File: config.mk
export PLATFORM = sky130hd
export DESIGN_NAME = clip_memory_arbiter
export DESIGN_NICKNAME = d
export VERILOG_FILES = /design/src/rtl/audio_pkg.sv /design/src/rtl/clip_memory_arbiter_rr_picker2.sv /design/src/rtl/clip_memory_arbiter.sv
export SDC_FILE = /design/constraint.sdc
export NUM_CORES = 1
export LEC_CHECK = 0
export ABC_CLOCK_PERIOD_IN_PS = 1900
export CORE_ASPECT_RATIO = 1.75
export CORE_UTILIZATION = 42
export CTS_CLUSTER_DIAMETER = 80
export DETAILED_ROUTE_END_ITERATION = 10
export PLACE_DENSITY = 0.87
export RECOVER_POWER = 50
export SLEW_MARGIN = 20
export SYNTH_ARGS = -nofsm -noshare
export SYNTH_HDL_FRONTEND = slang
export SYNTH_SLANG_ARGS = --single-unit
File: constraint.sdc
create_clock -name clock_i -period 1.9 [get_ports clock_i]
set_input_delay 0.38 -clock clock_i [delete_from_list [all_inputs] [get_ports clock_i]]
set_output_delay 0.38 -clock clock_i [all_outputs]
set_load 0.01 [all_outputs]
File: src/rtl/audio_pkg.sv
// Shared recorder types and widths: arbiter state/port enums, clip memory geometry.
// Used by the clip memory arbiter and the recorder controller datapath.
package audio_pkg;

   localparam int AUDIO_ADDR_W = 17;
   localparam int AUDIO_DATA_W = 8;
   localparam int CLIP_DEPTH   = 100000;

   typedef enum logic [1:0] {ARB_IDLE, ARB_WRITE, ARB_READ, ARB_READ_WAIT} arb_state_t;
   typedef enum logic {PORT_WR, PORT_RD} arb_port_t;

   function automatic logic addr_oor(input logic [31:0] addr, input logic [31:0] depth);
      return addr >= depth;
   endfunction

endpackage

File: src/rtl/clip_memory_arbiter_rr_picker2.sv
// Two-way round-robin picker: combinational one-hot grant plus the pointer to use next.
// Pointer always moves to the side that was not granted; unchanged when nobody asks.
module rr_picker2
   import audio_pkg::*;
(
   input  logic       i_wr_req,
   input  logic       i_rd_req,
   input  logic       i_ptr,
   output logic [1:0] o_grant,
   output logic       o_ptr_nxt
);

   always_comb begin
      o_grant   = 2'b00;
      o_ptr_nxt = i_ptr;
      if (i_wr_req && i_rd_req) begin
         o_grant   = (i_ptr == PORT_WR) ? 2'b01 : 2'b10;
         o_ptr_nxt = ~i_ptr;
      end else if (i_wr_req) begin
         o_grant   = 2'b01;
         o_ptr_nxt = PORT_RD;
      end else if (i_rd_req) begin
         o_grant   = 2'b10;
         o_ptr_nxt = PORT_WR;
      end
   end

endmodule

File: src/rtl/clip_memory_arbiter.sv
// Round-robin arbiter sharing the clip memory between record (write) and playback (read); ack after 1 cycle (write) or 2+READ_LATENCY (read).
// Requesters hold req until ack; ARB_WAIT_STATS_EN adds saturating wait-cycle counters with stats_clr_i.
module clip_memory_arbiter
   import audio_pkg::*;
#(
   parameter int ADDR_W       = AUDIO_ADDR_W,
   parameter int DATA_W       = AUDIO_DATA_W,
   parameter int DEPTH        = CLIP_DEPTH,
   parameter int READ_LATENCY = 1
)(
   input  logic              clock_i,
   input  logic              reset_i,
`ifdef ARB_WAIT_STATS_EN
   input  logic              stats_clr_i,
   output logic [15:0]       wr_wait_cnt_o,
   output logic [15:0]       rd_wait_cnt_o,
`endif
   input  logic              wr_req_i,
   input  logic [ADDR_W-1:0] wr_addr_i,
   input  logic              wr_bank_i,
   input  logic [DATA_W-1:0] wr_data_i,
   output logic              wr_ack_o,
   input  logic              rd_req_i,
   input  logic [ADDR_W-1:0] rd_addr_i,
   input  logic              rd_bank_i,
   output logic              rd_ack_o,
   output logic              rd_valid_o,
   output logic [DATA_W-1:0] rd_data_o,
   output logic              err_o,
   output logic              mem_en_o,
   output logic              mem_rw_o,
   output logic              mem_bank_o,
   output logic [ADDR_W-1:0] mem_addr_o,
   output logic [DATA_W-1:0] mem_wdata_o,
   input  logic [DATA_W-1:0] mem_rdata_i
);

   arb_state_t        r_state, w_state_nxt;
   arb_port_t         r_ptr;
   logic [1:0]        w_grant;
   logic              w_ptr_nxt;
   logic [2:0]        r_lat_cnt;
   logic              r_oor;
   logic              w_wr_oor, w_rd_oor, w_rd_capture;

   logic              r_wr_ack, r_rd_ack, r_rd_valid, r_err, r_mem_en, r_mem_rw, r_mem_bank;
   logic [ADDR_W-1:0] r_mem_addr;
   logic [DATA_W-1:0] r_mem_wdata, r_rd_data;
   logic              w_wr_ack_d, w_rd_ack_d, w_rd_valid_d, w_err_d, w_mem_en_d, w_mem_rw_d, w_mem_bank_d;
   logic [ADDR_W-1:0] w_mem_addr_d;
   logic [DATA_W-1:0] w_mem_wdata_d, w_rd_data_d;

   rr_picker2 u_picker (
      .i_wr_req  (wr_req_i),
      .i_rd_req  (rd_req_i),
      .i_ptr     (r_ptr),
      .o_grant   (w_grant),
      .o_ptr_nxt (w_ptr_nxt)
   );

   assign w_wr_oor     = addr_oor(32'(wr_addr_i), 32'(DEPTH));
   assign w_rd_oor     = addr_oor(32'(rd_addr_i), 32'(DEPTH));
   // Last wait cycle: mem_rdata_i is valid READ_LATENCY cycles after the strobe.
   assign w_rd_capture = (r_state == ARB_READ_WAIT) && (r_lat_cnt == 3'(READ_LATENCY - 1));

   always_ff @(posedge clock_i or negedge reset_i) begin
      if (!reset_i) begin
         r_state     <= ARB_IDLE;
         r_ptr       <= PORT_WR;
         r_lat_cnt   <= '0;
         r_oor       <= 1'b0;
         r_wr_ack    <= 1'b0;
         r_rd_ack    <= 1'b0;
         r_rd_valid  <= 1'b0;
         r_rd_data   <= '0;
         r_err       <= 1'b0;
         r_mem_en    <= 1'b0;
         r_mem_rw    <= 1'b0;
         r_mem_bank  <= 1'b0;
         r_mem_addr  <= '0;
         r_mem_wdata <= '0;
      end else begin
         r_state <= w_state_nxt;
         if (r_state == ARB_IDLE && w_grant != 2'b00) begin
            r_ptr <= arb_port_t'(w_ptr_nxt);
            r_oor <= w_grant[0] ? w_wr_oor : w_rd_oor;
         end
         r_lat_cnt   <= (r_state == ARB_READ_WAIT) ? r_lat_cnt + 3'd1 : 3'd0;
         r_wr_ack    <= w_wr_ack_d;
         r_rd_ack    <= w_rd_ack_d;
         r_rd_valid  <= w_rd_valid_d;
         r_rd_data   <= w_rd_data_d;
         r_err       <= w_err_d;
         r_mem_en    <= w_mem_en_d;
         r_mem_rw    <= w_mem_rw_d;
         r_mem_bank  <= w_mem_bank_d;
         r_mem_addr  <= w_mem_addr_d;
         r_mem_wdata <= w_mem_wdata_d;
      end
   end

   always_comb begin
      w_state_nxt = r_state;
      case (r_state)
         ARB_IDLE: begin
            if (w_grant[0])      w_state_nxt = ARB_WRITE;
            else if (w_grant[1]) w_state_nxt = ARB_READ;
         end
         ARB_WRITE:     w_state_nxt = ARB_IDLE;
         ARB_READ:      w_state_nxt = r_oor ? ARB_IDLE : ARB_READ_WAIT;
         ARB_READ_WAIT: if (r_lat_cnt == 3'(READ_LATENCY)) w_state_nxt = ARB_IDLE;
         default:       w_state_nxt = ARB_IDLE;
      endcase
   end

   // Outputs are registered, so their next values are decided on the grant edge.
   always_comb begin
      w_wr_ack_d    = 1'b0;
      w_rd_ack_d    = 1'b0;
      w_rd_valid_d  = 1'b0;
      w_err_d       = 1'b0;
      w_mem_en_d    = 1'b0;
      w_rd_data_d   = r_rd_data;
      w_mem_rw_d    = r_mem_rw;
      w_mem_bank_d  = r_mem_bank;
      w_mem_addr_d  = r_mem_addr;
      w_mem_wdata_d = r_mem_wdata;
      case (r_state)
         ARB_IDLE: begin
            if (w_grant[0]) begin
               w_wr_ack_d = 1'b1;
               w_err_d    = w_wr_oor;
               if (!w_wr_oor) begin
                  w_mem_en_d    = 1'b1;
                  w_mem_rw_d    = 1'b1;
                  w_mem_bank_d  = wr_bank_i;
                  w_mem_addr_d  = wr_addr_i;
                  w_mem_wdata_d = wr_data_i;
               end
            end else if (w_grant[1]) begin
               if (w_rd_oor) begin
                  w_rd_ack_d = 1'b1;
                  w_err_d    = 1'b1;
               end else begin
                  w_mem_en_d   = 1'b1;
                  w_mem_rw_d   = 1'b0;
                  w_mem_bank_d = rd_bank_i;
                  w_mem_addr_d = rd_addr_i;
               end
            end
         end
         ARB_READ_WAIT: begin
            if (w_rd_capture) begin
               w_rd_data_d  = mem_rdata_i;
               w_rd_valid_d = 1'b1;
               w_rd_ack_d   = 1'b1;
            end
         end
         default: ;
      endcase
   end

   assign wr_ack_o    = r_wr_ack;
   assign rd_ack_o    = r_rd_ack;
   assign rd_valid_o  = r_rd_valid;
   assign rd_data_o   = r_rd_data;
   assign err_o       = r_err;
   assign mem_en_o    = r_mem_en;
   assign mem_rw_o    = r_mem_rw;
   assign mem_bank_o  = r_mem_bank;
   assign mem_addr_o  = r_mem_addr;
   assign mem_wdata_o = r_mem_wdata;

`ifdef ARB_WAIT_STATS_EN
   logic [15:0] r_wr_wait_cnt, r_rd_wait_cnt;
   logic        w_wr_in_svc, w_rd_in_svc;

   assign w_wr_in_svc = (r_state == ARB_WRITE);
   assign w_rd_in_svc = (r_state == ARB_READ) || (r_state == ARB_READ_WAIT);

   always_ff @(posedge clock_i or negedge reset_i) begin
      if (!reset_i) begin
         r_wr_wait_cnt <= '0;
         r_rd_wait_cnt <= '0;
      end else if (stats_clr_i) begin
         r_wr_wait_cnt <= '0;
         r_rd_wait_cnt <= '0;
      end else begin
         if (wr_req_i && !w_wr_in_svc && r_wr_wait_cnt != 16'hFFFF) r_wr_wait_cnt <= r_wr_wait_cnt + 16'd1;
         if (rd_req_i && !w_rd_in_svc && r_rd_wait_cnt != 16'hFFFF) r_rd_wait_cnt <= r_rd_wait_cnt + 16'd1;
      end
   end

   assign wr_wait_cnt_o = r_wr_wait_cnt;
   assign rd_wait_cnt_o = r_rd_wait_cnt;
`endif

endmodule

[Yosys cells after proc, flatten, opt, wreduce, memory -nomap -nowiden]
Cells that the tools add are included.
Storage, ports and cells
  output and inout port bits: 40
  word-level logic and storage cells: 80
  bits of input ports: 56
  register bits after elaboration: 47
Cells by class
  reductions and logical operators: 12
  multiplexer cells: 41
  order comparisons: 2
  bitwise gates (word level): 2
  eq/ne operators: 8
  add/subtract/negate cells: 1
Operators by type and width (count)
  17-bit 2-to-1 mux: 4
  17-bit greater-or-equal comparator (second input constant): 2
  1-bit 2-to-1 mux: 26
  2-bit 2-to-1 mux: 8
  2-bit case mux with 4 select lines: 1
  2-bit AND reduction: 3
  2-bit equality test (second input constant): 2
  2-bit inequality test (second input constant): 2
  4-bit AND reduction: 1
  3-bit by 1-bit adder with 3-bit output (second input constant): 1
  3-bit by 1-bit equality test with 1-bit output (second input constant): 1
  1-bit logical AND: 3
  3-bit logical NOT: 1
  3-bit 2-to-1 mux: 1
  3-bit inequality test (second input constant): 1
  3-bit AND reduction: 1
  3-bit nonzero test: 1
  2-bit by 1-bit equality test with 1-bit output (second input constant): 1
  2-bit logical NOT: 1
  2-bit by 1-bit inequality test with 1-bit output (second input constant): 1
  1-bit NOT: 2
  1-bit case mux with 2 select lines: 1
  2-bit nonzero test: 1

[Logic depth before layout (Yosys ltp)]
  depth after elaboration: 6
  depth in mapped cells: 8
  gate-level depth less buffers: 7

[Modules after synthesis]
A second synthesis with hierarchy kept.
Second synthesis, totals
  cell total of the unflattened synthesis: 180
  area, all modules: 2275.9 um2
By module, submodules not included
  clip_memory_arbiter: seq. area each 1176.1 um2, area an instance 2248.4 um2, times used 1, cells each 175
  rr_picker2: seq. area each 0.0 um2, area an instance 27.5 um2, times used 1, cells each 5

[Worst setup path after synthesis]
Ideal clock, no wire load.
  path kind: register to register
  start: reg r_state[0]
  end: reg r_mem_wdata[0] (netlist: mem_wdata_o[0])
  period minus slack after synthesis: 1566 ps
  arrival: 1442 ps
  stages on the path, launching flop included: 6
  setup time: 125 ps
  required time: 1775 ps
  path buffers: 0
  path slack: 334 ps
  cells stage by stage: dfrtp_1 > inv_1 > ha_1 > nand2_1 > a31oi_4 > mux2_2
On the way
  cells in the longest elaborated chain, start to end: 2
RTL lines
  start: declaration: line clip_memory_arbiter.sv:38  | arb_state_t r_state, w_state_nxt;
  start signal: assignment: line clip_memory_arbiter.sv:83  | r_state <= w_state_nxt;
  2-bit logical NOT: line clip_memory_arbiter.sv:128  | case (r_state)
  3-bit AND reduction (no line)
  end signal: assignment: line clip_memory_arbiter.sv:98  | r_mem_wdata <= w_mem_wdata_d;
  end: declaration: line clip_memory_arbiter.sv:48  | logic [DATA_W-1:0] r_mem_wdata, r_rd_data;
No other way between the ends.
A chain may end at the register's enable or synchronous reset.

[Worst setup path after layout]
  start: in wr_addr_i[13]
  end: reg r_mem_addr[5] (netlist: mem_addr_o[5])
On the way
  cells in the longest elaborated chain, start to end: 3
RTL lines
  start: declaration: line clip_memory_arbiter.sv:19  | input logic [ADDR_W-1:0] wr_addr_i,
  17-bit greater-or-equal comparator: line audio_pkg.sv:13  | return addr >= depth;
  2-bit inequality test (no line)
  4-bit AND reduction (no line)
  end signal: assignment: line clip_memory_arbiter.sv:97  | r_mem_addr <= w_mem_addr_d;
  end: declaration: line clip_memory_arbiter.sv:47  | logic [ADDR_W-1:0] r_mem_addr;
No other way between the ends.

==> summary.txt <==
Placed design
  • Dpl cell area: 3352 um2
  • GP Congestion: approximately 0.73
  • Port bufs: 95
  • Post-DP HPWL: approximately 4.3 mm

Clock network
  • Clock transition at path regs: around 0.08 ns
  • Post-CTS Hold Fix Bufs: 0
  • CTS H-tree lvls: 2
  • CTS sink count: 47
  • Setup bufs post-CTS: 0
  • TritonCTS clock tree: yes
  • CTS Buffer Depth: 2
  • Skew-Pair Late Insertion Delay: roughly 0.30 ns
  • Cts bufs inserted: 5
  • Clock root cell: clkbuf_8

Global route
  • Vias in the first global route: just over 2000
  • First-pass GRT wire length: ~9.4 mm
  • GRT Total Usage: 0.2147
  • Initial antenna violation count: 0
  • Grt total ovfl: 0
  • Largest net degree at the start of global routing: 26

Finish
  • Fin area: 3471 um2
  • FILL cells: 396
  • Multi-input combinational cell area: 967.2 um2
  • Layout cell share with drive strength beyond 1: 0.1865
  • Final nets: 372
  • Leading cell type in the layout, fill and taps excluded: clkdlybuf4s50_1
  • Antenna cells: 0
  • FF+latch area: around 1200 um2
  • Area delta synth->final: 53.51%
  • Highest-count cells in the layout ignoring fill and taps: clkdlybuf4s50_1, dfrtp_1, nand2_1

Critical path
  • Crit path kind: primary input to flop
  • Reg2reg path depth: 6
  • Data arrival, critical path: between 2 and 2.5 ns
  • Critical Path Fanout Max: 10
  • CP startpoint: wr_addr_i[13]
  • Critical path launch point type: primary input
  • CP required: 2.08 ns
  • Worst reg2reg endpoint: mem_wdata_o[7]
  • CP Capture Type: flop
  • Worst R2R Start: r_state[0]
  • FF-to-FF setup slack: ~0.2 ns

Die
  • Starting Density: 0.4339
  • I/O pins: 96
  • Core box area: around 5200 um2
  • DIE HEIGHT: slightly below 100 um
  • DIE AREA: 5692 um2
  • Die W: ~57 um
  • Core Rows: 35

STA
  • Unrepaired setup endpoints after global routing: no
  • Slew Limit Headroom: 0.1968
  • Skew final: 0.006092 ns
  • Final period util: 0.9877
  • Setup TNS: 0 ns
  • Setup violators final: 0
  • Fin. Hold Viols: 0
  • Worst slew pin tran: 1.205 ns
  • Post-route minimum period: 1.877 ns
  • Max Slew Vio Count: 0
  • Max Freq: about 530 MHz

Yosys
  • Number of synthesized flops with an enable pin: 0
  • Synth cell types: 32
  • Synth Register Bits: 47
  • Yosys Warn Count: 0
  • Netlist Area Pre-Place: approximately 2300 um2
  • Seq/Total Area, Yosys: 0.5202
  • Predominant post-synthesis flop cell: dfrtp_1
  • Synth Instances: around 200
  • Avg Inst Size Synth: about 11 um2
  • Fraction of registers with async set/reset: 1.000
  • Syn_nets: 261

Routing
  • DRC: 4
  • Final antenna-violating net count: 0
  • Avg Vias per Cell: 5.101
  • 1st-iter DRT viols: 28
  • Vias: 1867
  • Detailed Routing Iterations Pass 1: 8
  • Final WL: 5.666 mm
  • Wire length per cell: 15.48 um

Power and ir drop
  • Lkg Pwr: 1.508 nW
  • Final total power: 0.004832 W
  • Power per standard cell area: 1392 nW/um2
  • Maximum VDD drop: 982.9 uV

Run
  • # Max-Cap Violations: 0

Min path
  • Worst min path class: primary input to asynchronous set/reset pin

Status
  • Status: finished, violations left
  • Failing checks: DRC
layer usage:
metal,vias to the layer above,wire [um],GRT usage
met5,-,0,0
met4,0,104,0.07692
met3,9,356,0.05643
met2,60,3194,0.3846
met1,896,2010,0.2377
li1,902,-,-
worst max path at each step:
stage	end	depth (start not counted)
5_1_grt	mem_addr_o[5]	8
6_report	mem_addr_o[5]	8
3_5_place_dp	mem_bank_o	7
2_1_floorplan	mem_wdata_o[0]	5
4_1_cts	mem_addr_o[0]	7
3_3_place_gp	mem_addr_o[0]	7
timing repair:
item / CTS / global route
cloned: 0 / 1
pin swaps: 0 / 3
endpoints found under the setup margin: 19 / 19
gates resized for setup: 1 / 4
kinds of logic (layout without fill, tap and decap cells):
group	Yosys count	after routing	synth area share
buffers and inverters	16	128	0.05589
flip-flops	47	47	0.5202
AO/OA/AOI/OAI	50	50	0.1605
AND/OR/NAND/NOR	53	53	0.1068
multiplexers	26	26	0.1195
XOR/XNOR	1	1	0.003875
adder cells (fa/ha/maj)	6	6	0.03320
area by class of cell:
type                       count  share of cell area
multi-input combinational    136              0.2787
clock buffer                   8             0.02884
sequential                    47              0.3389
inverter                       8            0.008652
tap                           55             0.01983
timing repair buffer         112              0.3252
cells in the mapped netlist, drive strengths merged (3+ instances only):
library cell	n	area, um2
ha	6	75.07
nand2	33	123.9
inv	7	26.28
nor3	3	15.01
buf	6	68.81
nor2	8	30.03
dfrtp	47	1176
mux2i	18	180.2
mux2	8	90.09
a21oi	37	252.7
o21ai	5	28.78
report_power, final:
| part | switching (W) | internal, W | total [W] |
|---|---|---|---|
| sequential | 0.000275 | 0.00145 | 0.00173 |
| clock | 0.000317 | 0.000332 | 0.000649 |
| combinational | 0.00109 | 0.00137 | 0.00245 |
| total | 0.00168 | 0.00316 | 0.00483 |
registers in the layout, summed over array words and instances (netlist names), 2 cells and up:
| name | flops |
|---|---|
| mem_addr_o | 17 |
| mem_wdata_o | 8 |
| rd_data_o | 8 |
| r_lat_cnt | 3 |
| r_state | 2 |
critical path, stage by stage:
cell and delay (ns):
clkdlybuf4s50_1 0.46, nor4_4 0.33, o21ai_2 0.15, a22oi_2 0.27, nand2_1 0.12, inv_2 0.12
clkbuf_16 0.17, a21oi_2 0.05
metrics by stage:
stage / utilization / worst slack (ns) / hold slack, ns / instances
finish: 0.6660 / 0.02343 / 0.3091 / 366
global route: 0.6660 / 0.0001334 / 0.4156 / 366
CTS: 0.6636 / 0.03026 / 0.06357 / 365
detailed placement: 0.6432 / -0.3578 / 0.3859 / 357
global placement: 0.6432 / -0.2452 / 0.3807 / 357
floorplan: - / 0.3336 / 0.08441 / 199
(Power assumes the default switching activity.)
